File: src/rtl/core_pkg.sv
// Shared definitions for the core pipeline: load/store size encodings
// carried on func3, the memory-stage state type, and the alignment rule
// used when MISALIGN_TRAP_EN is defined.
package core_pkg;

   localparam logic [2:0] F3_B  = 3'b000;
   localparam logic [2:0] F3_H  = 3'b001;
   localparam logic [2:0] F3_W  = 3'b010;
   localparam logic [2:0] F3_BU = 3'b100;
   localparam logic [2:0] F3_HU = 3'b101;

   typedef enum logic {
      IDLE   = 1'b0,
      ACCESS = 1'b1
   } state_t;

   // A halfword must sit on an even address and a word on a multiple of
   // four; bytes can never be misaligned.
   function automatic logic isMisaligned(input logic [2:0] f3, input logic [1:0] off);
      logic r;
      r = 1'b0;
      if ((f3 == F3_H) || (f3 == F3_HU)) begin
         r = off[0];
      end else if (f3 == F3_W) begin
         r = (off != 2'b00);
      end
      return r;
   endfunction

endpackage

File: src/rtl/lsu_align.sv
// Byte-lane steering for the memory stage. The store half replicates
// store data across lanes and builds byte strobes from the incoming
// instruction; the load half picks the addressed byte/halfword out of the
// returned bus word and sign- or zero-extends it using the latched size.
import core_pkg::*;

module lsu_align (
   input  logic [2:0]  i_st_func3,
   input  logic [1:0]  i_st_off,
   input  logic [31:0] i_st_data,
   output logic [31:0] o_wdata,
   output logic [3:0]  o_wstrb,
   input  logic [2:0]  i_ld_func3,
   input  logic [1:0]  i_ld_off,
   input  logic [31:0] i_rdata,
   output logic [31:0] o_ld_data
);

   logic [7:0]  w_byte;
   logic [15:0] w_half;

   assign w_byte = i_rdata[{i_ld_off, 3'b000} +: 8];
   assign w_half = i_rdata[{i_ld_off[1], 4'b0000} +: 16];

   // Store lanes: sub-word data is copied into every lane so the strobe
   // alone selects where it lands; anything not b/h is a full word.
   always_comb begin
      o_wdata = i_st_data;
      o_wstrb = 4'b1111;
      case (i_st_func3)
         F3_B: begin
            o_wdata = {4{i_st_data[7:0]}};
            o_wstrb = 4'b0001 << i_st_off;
         end
         F3_H: begin
            o_wdata = {2{i_st_data[15:0]}};
            o_wstrb = 4'b0011 << {i_st_off[1], 1'b0};
         end
         default: begin
         end
      endcase
   end

   // Load extract: signed sizes replicate the top bit, unsigned ones pad
   // with zeros, and word or unknown sizes return the raw bus word.
   always_comb begin
      o_ld_data = i_rdata;
      case (i_ld_func3)
         F3_B:    o_ld_data = {{24{w_byte[7]}}, w_byte};
         F3_BU:   o_ld_data = {24'd0, w_byte};
         F3_H:    o_ld_data = {{16{w_half[15]}}, w_half};
         F3_HU:   o_ld_data = {16'd0, w_half};
         default: o_ld_data = i_rdata;
      endcase
   end

endmodule

File: src/rtl/mem_access.sv
// Memory stage: passes ALU results through in one cycle, runs loads and
// stores over a req/ack bus with an optional ack timeout, and emits one
// writeback beat per accepted instruction.
// Optional build macro MISALIGN_TRAP_EN: misaligned h/w accesses skip the
// bus and pulse the extra 'misalign' output instead.
import core_pkg::*;

module mem_access #(
   parameter int TIMEOUT = 16,
   parameter int CNT_W   = 8
) (
   input  logic        clk,
   input  logic        reset,
   input  logic        in_valid,
   input  logic        is_load,
   input  logic        is_store,
   input  logic [2:0]  func3,
   input  logic [31:0] addr,
   input  logic [31:0] store_data,
   input  logic [31:0] result_i,
   input  logic [4:0]  dest_i,
   output logic        busy,
   output logic        mem_req,
   output logic        mem_we,
   output logic [31:0] mem_addr,
   output logic [31:0] mem_wdata,
   output logic [3:0]  mem_wstrb,
   input  logic        mem_ack,
   input  logic [31:0] mem_rdata,
   output logic        wb_valid,
   output logic [4:0]  wb_dest,
   output logic [31:0] wb_data,
`ifdef MISALIGN_TRAP_EN
   output logic        misalign,
`endif
   output logic        bus_err
);

   localparam bit             TO_EN   = (TIMEOUT != 0);
   localparam logic [CNT_W-1:0] TO_LAST = CNT_W'((TIMEOUT > 0) ? (TIMEOUT - 1) : 0);

   state_t             r_state;
   logic [CNT_W-1:0]   r_cnt;
   logic [2:0]         r_func3;
   logic [1:0]         r_off;
   logic [4:0]         r_dest;
   logic               r_isLoad;
   logic               r_busy;
   logic               r_memReq;
   logic               r_memWe;
   logic [31:0]        r_memAddr;
   logic [31:0]        r_memWdata;
   logic [3:0]         r_memWstrb;
   logic               r_wbValid;
   logic [4:0]         r_wbDest;
   logic [31:0]        r_wbData;
   logic               r_busErr;
`ifdef MISALIGN_TRAP_EN
   logic               r_misalign;
`endif

   logic [31:0]        w_wdata;
   logic [3:0]         w_wstrb;
   logic [31:0]        w_ldData;
   logic               w_memOp;
   logic               w_trap;

   assign w_memOp = is_load | is_store;

`ifdef MISALIGN_TRAP_EN
   assign w_trap   = isMisaligned(func3, addr[1:0]);
   assign misalign = r_misalign;
`else
   assign w_trap = 1'b0;
`endif

   lsu_align u_align (
      .i_st_func3 (func3),
      .i_st_off   (addr[1:0]),
      .i_st_data  (store_data),
      .o_wdata    (w_wdata),
      .o_wstrb    (w_wstrb),
      .i_ld_func3 (r_func3),
      .i_ld_off   (r_off),
      .i_rdata    (mem_rdata),
      .o_ld_data  (w_ldData)
   );

   assign busy      = r_busy;
   assign mem_req   = r_memReq;
   assign mem_we    = r_memWe;
   assign mem_addr  = r_memAddr;
   assign mem_wdata = r_memWdata;
   assign mem_wstrb = r_memWstrb;
   assign wb_valid  = r_wbValid;
   assign wb_dest   = r_wbDest;
   assign wb_data   = r_wbData;
   assign bus_err   = r_busErr;

   // Stage FSM: accept work in IDLE, hold the bus request in ACCESS until
   // ack or timeout, and drive the single-cycle writeback/error pulses.
   always_ff @(posedge clk) begin
      if (!reset) begin
         r_state    <= IDLE;
         r_cnt      <= '0;
         r_func3    <= '0;
         r_off      <= '0;
         r_dest     <= '0;
         r_isLoad   <= 1'b0;
         r_busy     <= 1'b0;
         r_memReq   <= 1'b0;
         r_memWe    <= 1'b0;
         r_memAddr  <= '0;
         r_memWdata <= '0;
         r_memWstrb <= '0;
         r_wbValid  <= 1'b0;
         r_wbDest   <= '0;
         r_wbData   <= '0;
         r_busErr   <= 1'b0;
`ifdef MISALIGN_TRAP_EN
         r_misalign <= 1'b0;
`endif
      end else begin
         r_wbValid <= 1'b0;
         r_busErr  <= 1'b0;
`ifdef MISALIGN_TRAP_EN
         r_misalign <= 1'b0;
`endif
         case (r_state)
            IDLE: begin
               if (in_valid) begin
                  if (w_memOp && !w_trap) begin
                     r_state    <= ACCESS;
                     r_busy     <= 1'b1;
                     r_memReq   <= 1'b1;
                     r_memWe    <= ~is_load;
                     r_memAddr  <= {addr[31:2], 2'b00};
                     r_memWdata <= is_load ? 32'd0 : w_wdata;
                     r_memWstrb <= is_load ? 4'd0 : w_wstrb;
                     r_func3    <= func3;
                     r_off      <= addr[1:0];
                     r_dest     <= dest_i;
                     r_isLoad   <= is_load;
                     r_cnt      <= '0;
                  end else if (w_memOp) begin
                     r_wbValid <= 1'b1;
                     r_wbDest  <= 5'd0;
`ifdef MISALIGN_TRAP_EN
                     r_misalign <= 1'b1;
`endif
                  end else begin
                     r_wbValid <= 1'b1;
                     r_wbDest  <= dest_i;
                     r_wbData  <= result_i;
                  end
               end
            end
            ACCESS: begin
               if (mem_ack) begin
                  r_state    <= IDLE;
                  r_busy     <= 1'b0;
                  r_memReq   <= 1'b0;
                  r_memWe    <= 1'b0;
                  r_memWstrb <= 4'd0;
                  r_wbValid  <= 1'b1;
                  if (r_isLoad) begin
                     r_wbDest <= r_dest;
                     r_wbData <= w_ldData;
                  end else begin
                     r_wbDest <= 5'd0;
                  end
               end else if (TO_EN && (r_cnt == TO_LAST)) begin
                  r_state    <= IDLE;
                  r_busy     <= 1'b0;
                  r_memReq   <= 1'b0;
                  r_memWe    <= 1'b0;
                  r_memWstrb <= 4'd0;
                  r_busErr   <= 1'b1;
                  r_wbValid  <= 1'b1;
                  r_wbDest   <= 5'd0;
               end else begin
                  r_cnt <= r_cnt + 1'b1;
               end
            end
            default: r_state <= IDLE;
         endcase
      end
   end

endmodule

File: config.mk
export PLATFORM = sky130hd
export DESIGN_NAME = mem_access
export DESIGN_NICKNAME = d
export VERILOG_FILES = /design/src/rtl/core_pkg.sv /design/src/rtl/lsu_align.sv /design/src/rtl/mem_access.sv
export SDC_FILE = /design/constraint.sdc
export NUM_CORES = 1
export LEC_CHECK = 0
export ABC_AREA = 1
export CAP_MARGIN = 20
export CORE_MARGIN = 2
export CORE_UTILIZATION = 39
export CTS_CLUSTER_DIAMETER = 50
export DETAILED_ROUTE_END_ITERATION = 16
export PLACE_DENSITY = 0.78
export RECOVER_POWER = 100
export SLEW_MARGIN = 20
export SYNTH_ARGS = -nofsm -noshare
export SYNTH_HDL_FRONTEND = slang
export SYNTH_SLANG_ARGS = --single-unit
File: constraint.sdc
create_clock -name clk -period 1.4 [get_ports clk]
set_input_delay 0.28 -clock clk [delete_from_list [all_inputs] [get_ports clk]]
set_output_delay 0.28 -clock clk [all_outputs]
set_load 0.01 [all_outputs]
==> results.yml, run 1 <==
worst_setup_path:
  r2r_slack_ns: -0.06
  end_kind: "flip-flop"
  required_ns: 1.69
  worstSetupPathType: "flip-flop to flip-flop"
  crit_chain: "nor2_4 -> nand2_2 -> nand2_4 -> clkinvlp_4 -> a21oi_2 -> a21oi_1"
  crit_path_start: "r_state"
  critPathMaxStageDelay_ns: 0.37
  worst_setup_path_start_kind: "flip-flop"
  cpLargestDelayFamily: "simple AND/OR/NAND/NOR gates"
  crit_arrival_ns: 1.75
  r2r_start: "r_state"
  rr_worst_depth: 6
  r2r-end: "wb_data[3]"
  cp_num_buf_inv: 1
  cp_slowest_cell: "dfxtp_4"
  path_max_fanout: 7
placed_design:
  dpl.hpwl_mm: 14.69
  gp_congestion: 0.9192
  dp.cells: 1270
  postPlaceCellArea_um2: 8782
  port_buffers: 249
min_path:
  whs_endpoint: "mem_we"
  min_path_cells: 4
  hold_class: "input pin to flip-flop"
  min_from: "reset"
synth:
  async_flop_share_pct: 0
  synth_edf_count: 0
  synthTopCellsByArea: "dfxtp_1 (44%), o21ai_0 (11%), nand2_1 (11%), nor2_1 (7.3%), a21oi_1 (6.9%)"
  syn_inst: 829
  ys_ff_latch: 127
  yosys-mux-area-fraction_pct: 0
  synth_compound_area_share_pct: 21.34
  synthFlopType: "dfxtp_1"
  synth_top_area_share_pct: 43.53
  synthAdderAreaFrac_pct: 0.2142
  synth.most_common_cell: "nand2_1"
  ys_warn_count: 0
  synth_top_family_by_area: "simple AND/OR/NAND/NOR gates"
  yosysUniqueCellTypes: 40
  synth_area_leader_cell: "dfxtp_1"
  synth.top_cells.by_count: "nand2_1 (166), o21ai_0 (128), dfxtp_1 (127), nor2_1 (114), a21oi_1 (81)"
  postSynthAreaPerCell_um2: 7.045
  synth-simple-area-share_pct: 26.71
  synth_area_um2: 5841
  synth_xor_area_share_pct: 0.1500
  yosysSeqAreaShare_pct: 43.53
power:
  seqPwrFrac_pct: 37.6
  power_switching_mw: 2.861
  power.leakage_nw: 4.332
  peakVddDrop_v: 0.0006895
  swShare_pct: 27.12
  clkPwrFrac_pct: 43.0
  p_per_area_nw_per_um2: 1117
  combPwrFrac_pct: 19.3
  internal_power_mw: 7.688
floorplan:
  num_io_pins: 252
  core_area_um2: 14590
  die_h_um: 126.4
  die-width_um: 126.4
  rows: 44
  initial_utilization_pct: 40.03
  die_area_um2: 15970
outcome:
  violations: "setup timing"
  status: "finished with violations"
sta:
  finalCritPeriodShare_pct: 104.3
  fin_ws_ns: -0.05973
  drv_slew: 0
  max_freq_mhz: 685.1
  rsz0062_at_grt: "true"
  post-route-min-period_ns: 1.460
  fin_worst_skew_ns: 0.01400
  hold_viol: 0
  setup_viol: 7
routing:
  drc_errors: 0
  num_vias: 6638
  wire_per_inst_um: 15.79
  wl_mm: 20.64
  drtAntennaViolNets: 0
  viasPerCell: 5.079
  drtIter0Drc: 532
  dr.pass1.iters: 5
finish:
  area_growth_pct: 61.74
  fin_area_um2: 9447
  final_nets: 1254
  final_util_pct: 64.75
  n_antenna_cell: 0
  layoutNonFillerInstCount: 1307
  layout-drive-gt1-share_pct: 14.60
global_routing:
  grt_use_total_pct: 25.06
  grt_pass1_wl_mm: 31.97
  grt_antenna_before_repair: 0
  grt_pass1_vias: 6266
  grt_max_degree: 73
  grt_overflow: 0
clock_tree:
  cts_sinks: 127
  cts_tree: "built"
  htreeDepth: 4
  root_buffer: "clkbuf_16"
  worstSkewPairLatency_ns: 0.42
  cts_buffers: 17
  cts.clk_slew.worst_paths_ns: 0.06
  cts_buffer_depth: 2
flow_run:
  max_cap_violations: 0
-- per-stage QoR --
step                hold WS, ns  worst slack (ns)  TNS [ns]  total power [mW]
floorplan                0.4245          0.001660         0             4.980
global placement         0.4340           -0.4102    -45.58             6.111
detailed placement       0.4393           -0.4710    -48.76             6.128
CTS                      0.3393          -0.01820  -0.03326             10.55
global route             0.3495           -0.1083   -0.7557             11.00
finish                   0.3516          -0.05973   -0.2533             10.55
-- layout by cell type (no fill, tap or decap), types with 3 or more instances in the layout --
master / instances
a21oi_1: 73
a21oi_2: 8
buf_12: 5
buf_4: 54
bufinv_16: 3
clkbuf_16: 17
clkdlybuf4s15_1: 3
clkdlybuf4s50_1: 139
clkinv_2: 4
clkinvlp_4: 4
dfxtp_1: 122
dfxtp_2: 4
dlygate4sd2_1: 104
inv_1: 39
inv_2: 4
inv_4: 3
inv_6: 4
nand2_1: 161
nand2_2: 8
nand2_4: 5
nand3_1: 43
nand3_4: 3
nand4_1: 3
nor2_1: 111
nor2_4: 5
o211ai_1: 8
o21ai_0: 118
o21ai_1: 17
o22ai_1: 7
or2_2: 17
-- metal layers --
metal	global-route usage [%]	share of wire [%]	wire, um
met4	11.44	3.8	777
met3	7.718	9.5	1963
met1	29.51	39	8147
met2	41.90	47	9755
met5	0	0	0
-- state kept, by name, indices dropped and copies added, names as in the netlist --
signal	cells
mem_wdata	32
wb_data	32
mem_addr	30
r_cnt	8
r_dest	5
wb_dest	5
mem_wstrb	4
r_func3	3
r_off	2
bus_err	1
mem_req	1
mem_we	1
r_isLoad	1
r_state	1
wb_valid	1
-- worst max path at each step --
stage | to | slack, ns | cells after the start
4_1_cts | wb_data[3] | -0.02 | 8
6_report | wb_data[3] | -0.06 | 6
5_1_grt | wb_data[6] | -0.11 | 6
3_5_place_dp | mem_wdata[27] | -0.47 | 9
3_3_place_gp | wb_data[5] | -0.41 | 8
2_1_floorplan | r_cnt[5] | 0.002 | 8
-- what timing repair did --
item | in CTS | in global routing
buffers inserted | 2 | 1
cloned | 1 | 2
pin swaps | 2 | 14
gates resized for setup | 115 | 49
hold buffers | 0 | 0
setup endpoints to repair | 171 | 122
-- power by group through the flow --
stage | combinational (mW) | clock (mW) | sequential, mW
finish | 2.04 | 4.54 | 3.97
global route | 2.23 | 4.77 | 3.99
CTS | 1.99 | 4.59 | 3.97
detailed placement | 2.08 | 0 | 4.05
global placement | 2.07 | 0 | 4.04
floorplan | 0.856 | 0 | 4.12
-- cell type report --
class / instances / area (um2)
fill: 1265 / 5142
multi-input combinational: 605 / 2970
timing repair buffer: 310 / 2883
sequential: 127 / 2551
clock buffer: 18 / 439.2
tap: 184 / 230.2
inverter: 49 / 205.2
clock inverter: 13 / 160.2
timing repair inverter: 1 / 7.507
-- worst register-to-register path: stages (launching register included) --
cell and delay [ns]:
dfxtp_4 0.37, nor2_4 0.17, nand2_2 0.09, nand2_4 0.15
clkinvlp_4 0.27, a21oi_2 0.19, a21oi_1 0.09
-- logic make-up after synthesis --
group / Yosys count
simple gates: 361
compound gates: 238
flops: 127
buf+inv: 100
xor+xnor: 1
fa+ha+maj: 1
other cells: 1
(Power assumes the default switching activity.)
==> run 2: changes to the inputs <==
CORE_UTILIZATION = 40   (was 39)
CTS_BUF_LIST = sky130_fd_sc_hd__clkbuf_8   (was default)
PLACE_DENSITY = 0.79   (was 0.78)
RECOVER_POWER = 50   (was 100)
==> run 2 against run 1 <==
The flow now finishes without violations. Non-clock buffer count grew 1. Routed wire length shrank 0.57%. Die area shrank 2.4%. Maximum frequency grew 6.7%. Power shrank 11%. Clock skew shrank 0.00057 ns. Worst hold slack lost 0.040 ns. Cell count grew 0.15%. Critical path type unchanged. Largest power group is now registers.
==> results.yml, run 2 (synthesis gave the netlist of run 1 again) <==
outcome:
  status: "completed"
sta:
  max_freq_mhz: 731.1
  fin_setup_tns_ns: 0
  drv_slew: 0
  setup_viol: 0
  rsz0062_at_grt: "true"
  post-route-min-period_ns: 1.368
  fin_worst_skew_ns: 0.01343
  finalCritPeriodShare_pct: 97.70
  hold_viol: 0
routing:
  wl_mm: 20.53
  wire_per_inst_um: 15.68
  drtIter0Drc: 480
  top_layer: "met4"
  num_vias: 6780
  met2_length_mm: 9.800
  viasPerCell: 5.180
  met1_length_mm: 8.101
  dr.pass1.iters: 7
  drc_errors: 0
  drtAntennaViolNets: 0
  dr_wl_met3_mm: 2.061
power:
  total_power_mw: 9.416
  power.leakage_nw: 4.166
  p_per_area_nw_per_um2: 1007
  peakVddDrop_v: 0.0006678
flow_run:
  max_cap_violations: 0
clock_tree:
  cts_buffers: 17
  cts.clk_slew.worst_paths_ns: 0.08
  cts_tree: "built"
  cts_buffer_depth: 2
  worstSkewPairLatency_ns: 0.44
  cts_sinks: 127
  root_buffer: "clkbuf_8"
  htreeDepth: 4
worst_setup_path:
  crit_chain: "ha_4 -> nand3_4 -> buf_4 -> buf_4 -> xor2_1 -> nor2_1 -> nand2_1 -> a21oi_1"
  crit_path_start: "r_cnt[0]"
  cp_slowest_cell: "dfxtp_2"
  crit_top_cell: "buf_4"
  crit_arrival_ns: 1.74
  required_ns: 1.77
  worst_setup_path_start_kind: "flip-flop"
  critPathMaxStageDelay_ns: 0.36
  worstSetupPathType: "flip-flop to flip-flop"
  r2r_start: "r_cnt[0]"
  end_kind: "flip-flop"
  path_max_fanout: 3
finish:
  final_cell_mix: "nand2_1 (163), clkdlybuf4s50_1 (138), o21ai_0 (122)"
  nFillCells: 1283
  area_growth_pct: 60.18
  final_common_cell: "nand2_1"
  regArea_um2: 2559
  n_antenna_cell: 0
  multiInputGateArea_um2: 2970
  layout-drive-gt1-share_pct: 15.47
  final_nets: 1255
global_routing:
  grt_use_total_pct: 25.50
  grt_pass1_wl_mm: 32.23
  grt_max_degree: 73
  grt_overflow: 0
  grt_pass1_vias: 6389
  grt_antenna_before_repair: 0
floorplan:
  die_h_um: 124.8
  core_area_um2: 14420
  die_area_um2: 15580
  num_io_pins: 252
  die-width_um: 124.8
  rows: 44
  initial_utilization_pct: 40.49
placed_design:
  dpl.hpwl_mm: 14.69
  gp_congestion: 0.8987
  port_buffers: 249
min_path:
  hold_class: "input pin to flip-flop"
  min_from: "is_load"
## run 2: changes by cell type in the layout (fill, tap and decap cells not counted), sizes merged
cell and delta:
dlygate4sd2 -36, clkdlybuf4s15 +32, clkbuf +6, clkinv -2, clkdlybuf4s50 -1, clkinvlp +1, dlymetal6s2s +1, inv +1
## run 2: repair_timing
item,4_1_cts,5_1_grt
cloned,1,3
resized for setup,121,83
hold buffers,0,0
pin swaps,2,12
hold endpoints to repair,0,0
setup endpoints to repair,191,126
setup buffers,0,5
## run 2: path summary, 6_finish.rpt
check | end | slack [ns] | depth (start not counted)
hold / removal | r_isLoad | 0.31 | 3
hold reg to reg | r_dest[3] | 0.45 | 2
setup reg to reg | r_cnt[4] | 0.03 | 8
setup / recovery | r_cnt[4] | 0.03 | 8
## run 2: through the flow
| step | hold WS [ns] | instances | cell area (um2) | util [%] | worst slack (ns) |
|---|---|---|---|---|---|
| floorplan | 0.4245 | 830 | 5854 | - | 0.001660 |
| global placement | 0.4342 | 1268 | 8780 | 60.87 | -0.4243 |
| detailed placement | 0.4410 | 1268 | 8780 | 60.87 | -0.4863 |
| CTS | 0.2849 | 1301 | 9101 | 63.10 | 0.0003182 |
| global route | 0.3050 | 1309 | 9355 | 64.86 | -0.06507 |
| finish | 0.3118 | 1309 | 9355 | 64.86 | 0.03214 |
## run 2: routing by layer
| layer | GRT usage, % | vias up |
|---|---|---|
| li1 | - | 3306 |
| met1 | 30.10 | 3039 |
| met2 | 43.75 | 388 |
| met3 | 7.603 | 47 |
| met4 | 9.477 | 0 |
| met5 | 0 | - |
## run 2: worst max-delay path: cells and delay by family, from the launching register on
family                     cells  cell delay [ns]
DFF                            1             0.36
buffers and inverters          2             0.27
adders and majority gates      1             0.15
xor gates and xnor gates       1             0.14
AOI/OAI and AO/OA              1             0.13
and+or+nand+nor                3             0.25
## run 2: layout make-up
class	instances	share of cell area, %
Multi-Input combinational cell	605	31.75
Sequential cell	127	27.35
Clock buffer	19	2.795
Clock inverter	13	1.725
Tap cell	184	2.461
Timing Repair inverter	1	0.08025
Timing Repair Buffer	311	31.70
Inverter	49	2.140
## run 2: power by group
group | switching, mW | internal (mW) | total [mW]
sequential | 0.130 | 3.84 | 3.97
clock | 1.52 | 1.86 | 3.39
combinational | 1.03 | 1.03 | 2.06
total | 2.69 | 6.73 | 9.42
==> run 3: changes to the inputs <==
SLEW_MARGIN = 40   (was 20)
==> results of run 3 <==
Same layout as run 2: the final DEF is identical, and so are final timing and power.
